## config.mk

```make
export PLATFORM = sky130hd
export DESIGN_NAME = mac_ctl_flat
export DESIGN_NICKNAME = d
export VERILOG_FILES = /design/src/rtl/mac_pkg.sv /design/src/rtl/tx_pkg.sv /design/src/rtl/mac_ctl_if.sv /design/src/rtl/mac_ctl.sv /design/src/flat_wrapper.sv
export SDC_FILE = /design/constraint.sdc
export NUM_CORES = 1
export LEC_CHECK = 0
export CAP_MARGIN = 30
export CELL_PAD_IN_SITES_DETAIL_PLACEMENT = 0
export CELL_PAD_IN_SITES_GLOBAL_PLACEMENT = 1
export CORE_UTILIZATION = 35
export DETAILED_ROUTE_END_ITERATION = 6
export PLACE_DENSITY = 0.77
export SYNTH_ARGS = -nofsm -noshare
export SYNTH_HDL_FRONTEND = slang
export SYNTH_SLANG_ARGS = --single-unit
```

## constraint.sdc

```tcl
create_clock -name clk -period 3 [get_ports clk]
set_input_delay 0.9 -clock clk [delete_from_list [all_inputs] [get_ports clk]]
set_output_delay 0.9 -clock clk [all_outputs]
set_load 0.01 [all_outputs]
```

## src/rtl/mac_pkg.sv

```systemverilog
// Shared MAC sequencer types: FSM state encoding and default datapath parameters.
package mac_pkg;

    localparam int unsigned MAC_ACC_W = 16;
    localparam int unsigned MAC_LAT   = 2;

    typedef enum logic [2:0] {
        ST_IDLE  = 3'd0,
        ST_ACC   = 3'd1,
        ST_BIAS  = 3'd2,
        ST_DRAIN = 3'd3,
        ST_OUT   = 3'd4,
        ST_DONE  = 3'd5
    } mac_ctl_state_e;

endpackage

```

## src/rtl/tx_pkg.sv

```systemverilog
// Instruction payload carried from tx_top to the MAC sequencer.
package tx_pkg;

    typedef struct packed {
        logic [mac_pkg::MAC_ACC_W-1:0] acc_len;
        logic                          bias_en;
    } tx_mac_instruction_port;

endpackage

```

## src/rtl/mac_ctl_if.sv

```systemverilog
// Handshake bundle between tx_top/mac_lane and the MAC sequencer; slave is the sequencer side.
interface mac_ctl_if #(
    parameter int unsigned ACC_W = mac_pkg::MAC_ACC_W
) ();
    import tx_pkg::*;

    logic                   ctl_o_instruction_ready;
    logic                   ctl_i_instruction_valid;
    tx_mac_instruction_port ctl_i_instruction;
    logic                   ctl_i_ifm_valid;
    logic                   ctl_o_ifm_ready;
    logic                   ctl_i_wfm_valid;
    logic                   ctl_o_wfm_ready;
    logic                   ctl_i_bias_valid;
    logic                   ctl_o_bias_ready;
    logic                   ctl_i_ofm_ready;
    logic                   ctl_o_ofm_valid;
    logic                   ctl_i_done_ready;
    logic                   ctl_o_done;
    logic                   ctl_o_acc_clr;
    logic                   ctl_o_acc_en;
    logic                   ctl_o_bias_add;
    logic                   ctl_o_ofm_hold;
    logic                   ctl_o_busy;
    logic [ACC_W-1:0]       ctl_o_beat_cnt;

    modport master (
        input  ctl_o_instruction_ready, ctl_o_ifm_ready, ctl_o_wfm_ready, ctl_o_bias_ready,
               ctl_o_ofm_valid, ctl_o_done, ctl_o_acc_clr, ctl_o_acc_en, ctl_o_bias_add,
               ctl_o_ofm_hold, ctl_o_busy, ctl_o_beat_cnt,
        output ctl_i_instruction_valid, ctl_i_instruction, ctl_i_ifm_valid, ctl_i_wfm_valid,
               ctl_i_bias_valid, ctl_i_ofm_ready, ctl_i_done_ready
    );

    modport slave (
        output ctl_o_instruction_ready, ctl_o_ifm_ready, ctl_o_wfm_ready, ctl_o_bias_ready,
               ctl_o_ofm_valid, ctl_o_done, ctl_o_acc_clr, ctl_o_acc_en, ctl_o_bias_add,
               ctl_o_ofm_hold, ctl_o_busy, ctl_o_beat_cnt,
        input  ctl_i_instruction_valid, ctl_i_instruction, ctl_i_ifm_valid, ctl_i_wfm_valid,
               ctl_i_bias_valid, ctl_i_ofm_ready, ctl_i_done_ready
    );

endinterface

```

## src/rtl/mac_ctl.sv

```systemverilog
// MAC sequencer: one instruction at a time, joins ifm/wfm into accumulate beats,
// optional bias beat, pipeline drain, then ofm and done handshakes.
module mac_ctl
    import mac_pkg::*;
#(
    parameter int unsigned ACC_W = MAC_ACC_W,
    parameter int unsigned LAT   = MAC_LAT
) (
    input  logic     clk,
    input  logic     rst,
    mac_ctl_if.slave bus
);

    localparam int unsigned LAT_W = (LAT < 2) ? 1 : $clog2(LAT);

    mac_ctl_state_e   state_q, state_d;
    logic [ACC_W-1:0] acc_len_q, acc_len_d;
    logic [ACC_W-1:0] beat_cnt_q, beat_cnt_d;
    logic             bias_en_q, bias_en_d;
    logic [LAT_W-1:0] lat_cnt_q, lat_cnt_d;
    logic             acc_clr_q, acc_clr_d;

    logic instr_hs;
    logic fire;
    logic last_beat;
    logic lat_done;

    // Stream handshakes are suppressed while reset is held so in-flight beats are not acknowledged.
    assign instr_hs  = (state_q == ST_IDLE) && bus.ctl_i_instruction_valid;
    assign fire      = !rst && (state_q == ST_ACC) && bus.ctl_i_ifm_valid && bus.ctl_i_wfm_valid;
    assign last_beat = (beat_cnt_q == (acc_len_q - ACC_W'(1)));
    assign lat_done  = (LAT == 0) || (lat_cnt_q == LAT_W'(LAT - 1));

    always_ff @(posedge clk) begin
        if (rst) begin
            state_q    <= ST_IDLE;
            acc_len_q  <= '0;
            beat_cnt_q <= '0;
            bias_en_q  <= 1'b0;
            lat_cnt_q  <= '0;
            acc_clr_q  <= 1'b0;
        end else begin
            state_q    <= state_d;
            acc_len_q  <= acc_len_d;
            beat_cnt_q <= beat_cnt_d;
            bias_en_q  <= bias_en_d;
            lat_cnt_q  <= lat_cnt_d;
            acc_clr_q  <= acc_clr_d;
        end
    end

    always_comb begin
        state_d    = state_q;
        acc_len_d  = acc_len_q;
        beat_cnt_d = beat_cnt_q;
        bias_en_d  = bias_en_q;
        lat_cnt_d  = '0;
        acc_clr_d  = 1'b0;
        case (state_q)
            ST_IDLE: begin
                if (instr_hs) begin
                    acc_len_d  = ACC_W'(bus.ctl_i_instruction.acc_len);
                    bias_en_d  = bus.ctl_i_instruction.bias_en;
                    beat_cnt_d = '0;
                    acc_clr_d  = 1'b1;
                    if (bus.ctl_i_instruction.acc_len != '0)
                        state_d = ST_ACC;
                    else if (bus.ctl_i_instruction.bias_en)
                        state_d = ST_BIAS;
                    else
                        state_d = ST_DRAIN;
                end
            end
            ST_ACC: begin
                if (fire) begin
                    beat_cnt_d = beat_cnt_q + ACC_W'(1);
                    if (last_beat)
                        state_d = bias_en_q ? ST_BIAS : ST_DRAIN;
                end
            end
            ST_BIAS: begin
                if (bus.ctl_i_bias_valid)
                    state_d = ST_DRAIN;
            end
            ST_DRAIN: begin
                if (lat_done)
                    state_d = ST_OUT;
                else
                    lat_cnt_d = lat_cnt_q + LAT_W'(1);
            end
            ST_OUT: begin
                if (bus.ctl_i_ofm_ready)
                    state_d = ST_DONE;
            end
            ST_DONE: begin
                if (bus.ctl_i_done_ready)
                    state_d = ST_IDLE;
            end
            default: state_d = ST_IDLE;
        endcase
    end

    // Valid/hold outputs decode state only; readies and strobes may follow the valid inputs.
    always_comb begin
        bus.ctl_o_instruction_ready = (state_q == ST_IDLE);
        bus.ctl_o_ifm_ready         = fire;
        bus.ctl_o_wfm_ready         = fire;
        bus.ctl_o_acc_en            = fire;
        bus.ctl_o_bias_ready        = !rst && (state_q == ST_BIAS);
        bus.ctl_o_bias_add          = !rst && (state_q == ST_BIAS) && bus.ctl_i_bias_valid;
        bus.ctl_o_ofm_valid         = (state_q == ST_OUT);
        bus.ctl_o_ofm_hold          = (state_q == ST_OUT);
        bus.ctl_o_done              = (state_q == ST_DONE);
        bus.ctl_o_busy              = (state_q != ST_IDLE);
        bus.ctl_o_acc_clr           = acc_clr_q;
        bus.ctl_o_beat_cnt          = beat_cnt_q;
    end

endmodule

```

## src/flat_wrapper.sv

```systemverilog
// flat-port wrapper written by rule: the top's interface ports become plain ports
module mac_ctl_flat import mac_pkg::*;
#(
    parameter int unsigned ACC_W = MAC_ACC_W,
    parameter int unsigned LAT   = MAC_LAT
)
  (clk, rst, bus_ctl_o_instruction_ready, bus_ctl_o_ifm_ready, bus_ctl_o_wfm_ready, bus_ctl_o_bias_ready, bus_ctl_o_ofm_valid, bus_ctl_o_done, bus_ctl_o_acc_clr, bus_ctl_o_acc_en, bus_ctl_o_bias_add, bus_ctl_o_ofm_hold, bus_ctl_o_busy, bus_ctl_o_beat_cnt, bus_ctl_i_instruction_valid, bus_ctl_i_instruction, bus_ctl_i_ifm_valid, bus_ctl_i_wfm_valid, bus_ctl_i_bias_valid, bus_ctl_i_ofm_ready, bus_ctl_i_done_ready);
  mac_ctl_if #(.ACC_W(ACC_W)) bus_i ();
  input  logic clk;
  input  logic rst;
  output wire logic [$bits(bus_i.ctl_o_instruction_ready)-1:0] bus_ctl_o_instruction_ready;
  output wire logic [$bits(bus_i.ctl_o_ifm_ready)-1:0] bus_ctl_o_ifm_ready;
  output wire logic [$bits(bus_i.ctl_o_wfm_ready)-1:0] bus_ctl_o_wfm_ready;
  output wire logic [$bits(bus_i.ctl_o_bias_ready)-1:0] bus_ctl_o_bias_ready;
  output wire logic [$bits(bus_i.ctl_o_ofm_valid)-1:0] bus_ctl_o_ofm_valid;
  output wire logic [$bits(bus_i.ctl_o_done)-1:0] bus_ctl_o_done;
  output wire logic [$bits(bus_i.ctl_o_acc_clr)-1:0] bus_ctl_o_acc_clr;
  output wire logic [$bits(bus_i.ctl_o_acc_en)-1:0] bus_ctl_o_acc_en;
  output wire logic [$bits(bus_i.ctl_o_bias_add)-1:0] bus_ctl_o_bias_add;
  output wire logic [$bits(bus_i.ctl_o_ofm_hold)-1:0] bus_ctl_o_ofm_hold;
  output wire logic [$bits(bus_i.ctl_o_busy)-1:0] bus_ctl_o_busy;
  output wire logic [$bits(bus_i.ctl_o_beat_cnt)-1:0] bus_ctl_o_beat_cnt;
  input wire logic [$bits(bus_i.ctl_i_instruction_valid)-1:0] bus_ctl_i_instruction_valid;
  input wire logic [$bits(bus_i.ctl_i_instruction)-1:0] bus_ctl_i_instruction;
  input wire logic [$bits(bus_i.ctl_i_ifm_valid)-1:0] bus_ctl_i_ifm_valid;
  input wire logic [$bits(bus_i.ctl_i_wfm_valid)-1:0] bus_ctl_i_wfm_valid;
  input wire logic [$bits(bus_i.ctl_i_bias_valid)-1:0] bus_ctl_i_bias_valid;
  input wire logic [$bits(bus_i.ctl_i_ofm_ready)-1:0] bus_ctl_i_ofm_ready;
  input wire logic [$bits(bus_i.ctl_i_done_ready)-1:0] bus_ctl_i_done_ready;
  assign bus_ctl_o_instruction_ready = bus_i.ctl_o_instruction_ready;
  assign bus_ctl_o_ifm_ready = bus_i.ctl_o_ifm_ready;
  assign bus_ctl_o_wfm_ready = bus_i.ctl_o_wfm_ready;
  assign bus_ctl_o_bias_ready = bus_i.ctl_o_bias_ready;
  assign bus_ctl_o_ofm_valid = bus_i.ctl_o_ofm_valid;
  assign bus_ctl_o_done = bus_i.ctl_o_done;
  assign bus_ctl_o_acc_clr = bus_i.ctl_o_acc_clr;
  assign bus_ctl_o_acc_en = bus_i.ctl_o_acc_en;
  assign bus_ctl_o_bias_add = bus_i.ctl_o_bias_add;
  assign bus_ctl_o_ofm_hold = bus_i.ctl_o_ofm_hold;
  assign bus_ctl_o_busy = bus_i.ctl_o_busy;
  assign bus_ctl_o_beat_cnt = bus_i.ctl_o_beat_cnt;
  assign bus_i.ctl_i_instruction_valid = bus_ctl_i_instruction_valid;
  assign bus_i.ctl_i_instruction = bus_ctl_i_instruction;
  assign bus_i.ctl_i_ifm_valid = bus_ctl_i_ifm_valid;
  assign bus_i.ctl_i_wfm_valid = bus_ctl_i_wfm_valid;
  assign bus_i.ctl_i_bias_valid = bus_ctl_i_bias_valid;
  assign bus_i.ctl_i_ofm_ready = bus_ctl_i_ofm_ready;
  assign bus_i.ctl_i_done_ready = bus_ctl_i_done_ready;
  mac_ctl #(.ACC_W(ACC_W), .LAT(LAT)) u_core (.clk(clk), .rst(rst), .bus(bus_i));
endmodule
```

# Yosys cells after proc, flatten, opt, wreduce, memory -nomap -nowiden
# Index checks and enable logic that the tools add are counted.
# classes
reduce_logical,16
n_bitwise,2
n_mux,15
n_eq_ne,13
addsub,3
# op_table
cell,count
$mux 16,2
$pmux 16 s2,1
$mux 3,8
$pmux 3 s6,1
$add 16x1->16 const B,1
$eq 16x16->1,1
$reduce_bool 16->1,1
$sub 16x1->16 const B,1
$ne 2x1->1 const B,5
$reduce_and 7->1,1
$eq 3x2->1 const B,2
$eq 3x3->1 const B,2
$logic_and 1x1->1,6
$ne 2x2->1 const B,2
$eq 3x1->1 const B,1
$logic_not 3->1,1
$mux 1,3
$reduce_and 3->1,1
$reduce_bool 3->1,1
$reduce_or 3->1,1
$not 1->1,2
$reduce_and 2->1,1
$reduce_bool 2->1,1
$reduce_or 2->1,1
other kinds (2),2
# word_totals
in_bits,25
word_cells,55
regBits,38

# Logic depth before layout (Yosys ltp)
# depth
word_depth,6
mapped_depth,10
ltp_nobuf,9

# Worst setup path before layout
# Ideal clock, no wire load.
# synth_path
path_type,input to output
from,in rst
to,out bus_ctl_o_ifm_ready
stages,3
required_time_ns,2.100
t_arrival_ns,2.102
path_buffers,2
setup_slack_ns,-0.002
cell_sequence,clkbuf_1 > nor4_1 > buf_4
# synth_between
elab_chain_len,4
# synth_rtl
item,line,text
from (decl),flat_wrapper.sv:10,input logic rst;
$logic_not 1->1,mac_ctl.sv:30,assign fire = !rst && (state_q == ST_ACC) && bus.ctl_i_ifm_valid && bus.ctl_i_wfm_valid;
$logic_and 1x1->1 (3 in a row),mac_ctl.sv:30,
to (decl),flat_wrapper.sv:12,output wire logic [$bits(bus_i.ctl_o_ifm_ready)-1:0] bus_ctl_o_ifm_ready;
# Every way passes these cells.

# Worst setup path in the final report
# layout_path
from,in bus_ctl_i_wfm_valid
to,out bus_ctl_o_ifm_ready
# layout_between
elab_chain_len,1
# layout_rtl
item,line,text
from (decl),flat_wrapper.sv:26,input wire logic [$bits(bus_i.ctl_i_wfm_valid)-1:0] bus_ctl_i_wfm_valid;
$logic_and 1x1->1,mac_ctl.sv:30,
# Every way passes these cells.

==> results.md <==
- Status: finished clean
- Setup Skew: between 9 and 10 ps
- Slew @ Worst Pin: 647.5 ps
- Combinational share of power: 0.221
- Layout cells sized above 1: 0.08696
- Setup TNS: 0 ps
- Psw: ~340 uW
- Flop2flop setup slack: around 530 ps
- Area of the die: about 6600 um^2
- First-pass DRT Iterations: 4
- Peak VDD IR: approximately 0.00023 V
- Die height: 81.53 um
- Initial core utilization: 0.3673
- Critical R2R Launch: u_core.acc_len_q[0]$_SDFFE_PP0P_
- Util after Layout: 0.4859
- Antenna violations before repair: 0
- Yosys warns: 0
- Final hold slack: ~480 ps
- CP max stage delay: roughly 450 ps
- Synth area leaders: dfxtp_1 34%, nand2_1 7.8%, xor2_1 7.5%, xnor2_1 7.1%, nor2_1 6.3%
- Top_reg_cell synth: dfxtp_1
- Syn_area_per_cell: roughly 7.6 um^2
- RePlAce Congestion: ~0.78
- Drt via density: just under 5
- HP Start: u_core.acc_len_q[15]$_SDFFE_PP0P_
- Compound-cell area share of the yosys netlist: 0.1289
- End of the critical path: bus_ctl_o_ifm_ready
- Reg2reg end: u_core.state_q[0]$_SDFFE_PP0P_
- Cells after Synth: around 290
- Fill cell count: approximately 640
- Core ar.: around 6000 um^2
- Antenna Cells: 0
- CTS Sinks: 38
- Post-synthesis xor/xnor area fraction: 0.1464
- Fraction of power consumed by the clock network: 0.315
- Sequential share of power: 0.463
- Worst-case reg-to-reg path depth: 6
- Switch share: 0.2899
- Unrepaired setup endpoints after global routing: false
- Top-area cell type share of the netlist area: 0.3437
- Power Density: roughly 400 nW/um^2
- Cell taking the most area after synthesis: dfxtp_1
- P_leak: between 0.001 and 0.0015 uW
- Final net count: between 300 and 400
- Unique masters post-synth: 42
- Top-count cell post-synth: nand2_1
- Crit share post-route: 0.9563
- GRT Residual Overflow: 0
- Global-route usage over all layers: 0.1806
- Largest family of logic cells by synthesized area: simple AND/OR/NAND/NOR gates
- DIE WIDTH: 81.53 um
- Setup CP Type: primary input to primary output
- Buffers added on ports: between 50 and 60
- Syn Std Cell Area: around 2200 um^2
- Setup bufs post-CTS: 0
- Yosys reg bits: 38
- Slowest CP cell: clkdlybuf4s50_1
- Post-synthesis sequential area ratio: 0.3437
- Largest net degree at the start of global routing: 22
- Post-Synth Simple-Gate Area: 0.2996
- CP arrival: about 2000 ps
- Worst-Skew Late Latency: 290 ps
- Slew headroom: 0.5643
- Final setup violating endpoints: 0
- Crit-path cells: clkdlybuf4s50_1, nand2_1, nor4_2, buf_4, dlygate4sd2_1
- Int Pwr: roughly 830 uW
- EDFF count, synth: 0
- Placed wire-length estimate: approximately 4100 um
- Num rows: 28
- Post-synth top cells: 46 x nand2_1, 38 x dfxtp_1, 37 x nor2_1
- Fin. Hold Viols: 0
- Post-route ant nets: 0
- Via total after detailed routing: roughly 2100
- Fmax: around 0.35 GHz
- CP endpoint kind: primary output
- Syn nets: about 320
- Adder-Cell Fraction of Synth Area: 0.01131
- CTS clk-pin slew, worst paths: approximately 80 ps
- Multiplexer area fraction after synthesis: 0.01413
- Total I/O pin count: 52
- CTS buffer count: 5
- First-pass GRT wire length: roughly 9300 um
- Worst hold path type: flop to flop
- Iteration-0 DRC Markers: 128
- Area delta synth->final: 32.28%
- Vias in the first global route: 1923
- Drt drc: 0
- H-Tree Depth: 2
- Max Cap Violations: 0
- Post-synth ARST share: 0
- Routed WL: 5357 um
- CTS tree: done
- Critical Path Fanout Max: 4
- Post-route minimum period: 2869 ps
- CP required: between 2000 and 2500 ps
- Critical Path Start Type: primary input
- CP startpoint: bus_ctl_i_wfm_valid
- Final Max Tran Viols: 0
- Root Buffer: clkbuf_8
- WL per Instance: 12.75 um
- Bufs on Longest Clock Path: 2
[power by group through the flow]
stage | registers [uW] | clock network [uW] | logic, uW
after floorplan | 547 | 0 | 177
after global placement | 556 | 0 | 261
after detailed placement | 556 | 0 | 262
after CTS | 544 | 381 | 262
after global routing | 548 | 396 | 295
final | 545 | 370 | 260
[sequential cells by signal (all words and copies together) (netlist names)]
signal and count:
u_core.acc_len_q 16, u_core.lat_cnt_q 1, u_core.bus.ctl_o_acc_clr 1, u_core.state_q 3, u_core.bus.ctl_o_beat_cnt 16, u_core.bias_en_q 1
[logic make-up after synthesis]
family / Yosys count
xor gates and xnor gates: 37
and+or+nand+nor: 140
adders and majority gates: 2
muxes: 3
AOI/OAI and AO/OA: 45
DFF: 38
buffers and inverters: 27
[worst min-delay path by stage]
stage	to	slack [ps]	cells after the start
after floorplan	u_core.lat_cnt_q$_SDFF_PP0_	420	1
after global placement	u_core.bias_en_q$_SDFFE_PP0P_	450	2
after detailed placement	u_core.lat_cnt_q$_SDFF_PP0_	450	1
after CTS	u_core.lat_cnt_q$_SDFF_PP0_	470	1
after global routing	u_core.lat_cnt_q$_SDFF_PP0_	510	1
final	u_core.acc_len_q[15]$_SDFFE_PP0P_	480	2
[critical path, delay by kind of cell]
family | cells | cell delay, ps
buffers and inverters | 3 | 870
AND/OR/NAND/NOR | 2 | 200
[cell type report]
| type | count | area [um^2] | share of cell area |
|---|---|---|---|
| repair buffers | 66 | 615.6 | 0.2103 |
| inverters | 6 | 22.52 | 0.007692 |
| well taps | 75 | 93.84 | 0.03205 |
| clock buffers | 6 | 82.58 | 0.02821 |
| clock inverters | 2 | 12.51 | 0.004274 |
| flip-flops and latches | 38 | 760.7 | 0.2598 |
| multi-input cells | 227 | 1340 | 0.4577 |
[stage by stage]
| stage | worst slack (ps) | instance area [um^2] | total power (uW) | instances |
|---|---|---|---|---|
| 3_5_place_dp | -352.4 | 2835 | 817.9 | 412 |
| 6_report | 131.0 | 2928 | 1175 | 420 |
| 2_1_floorplan | 262.2 | 2220 | 723.1 | 292 |
| 4_1_cts | 124.2 | 2928 | 1187 | 420 |
| 3_3_place_gp | -343.2 | 2835 | 816.5 | 412 |
| 5_1_grt | 56.31 | 2928 | 1239 | 420 |
[layout by cell type (no fill, tap or decap), types with 3 or more instances in the layout]
cell type / count
dfxtp_1: 38
and3_1: 4
nor3_1: 6
o31ai_1: 3
a21oi_1: 22
nor4_1: 9
nor2_1: 37
nand3_1: 9
xnor2_1: 18
nand2_1: 46
clkdlybuf4s50_1: 45
nand2b_1: 7
buf_4: 15
o21ai_0: 6
clkbuf_8: 6
nand4_1: 7
inv_1: 6
a211oi_1: 4
dlygate4sd2_1: 6
xor2_1: 19
[layer usage]
| layer | vias up | routed length, um | track usage | part of all wire |
|---|---|---|---|---|
| met4 | 0 | 42 | 0.04107 | 0.0078 |
| met5 | - | 0 | 0 | 0 |
| met2 | 42 | 2210 | 0.2567 | 0.41 |
| met1 | 939 | 2888 | 0.2732 | 0.54 |
| met3 | 4 | 216 | 0.03778 | 0.040 |
| li1 | 1101 | - | - | - |
[repair_timing]
item	4_1_cts	5_1_grt
setup endpoints to repair	5	0
gates resized for setup	7	0
hold buffers	0	0
Note: power is estimated with default switching activity, not from simulation.
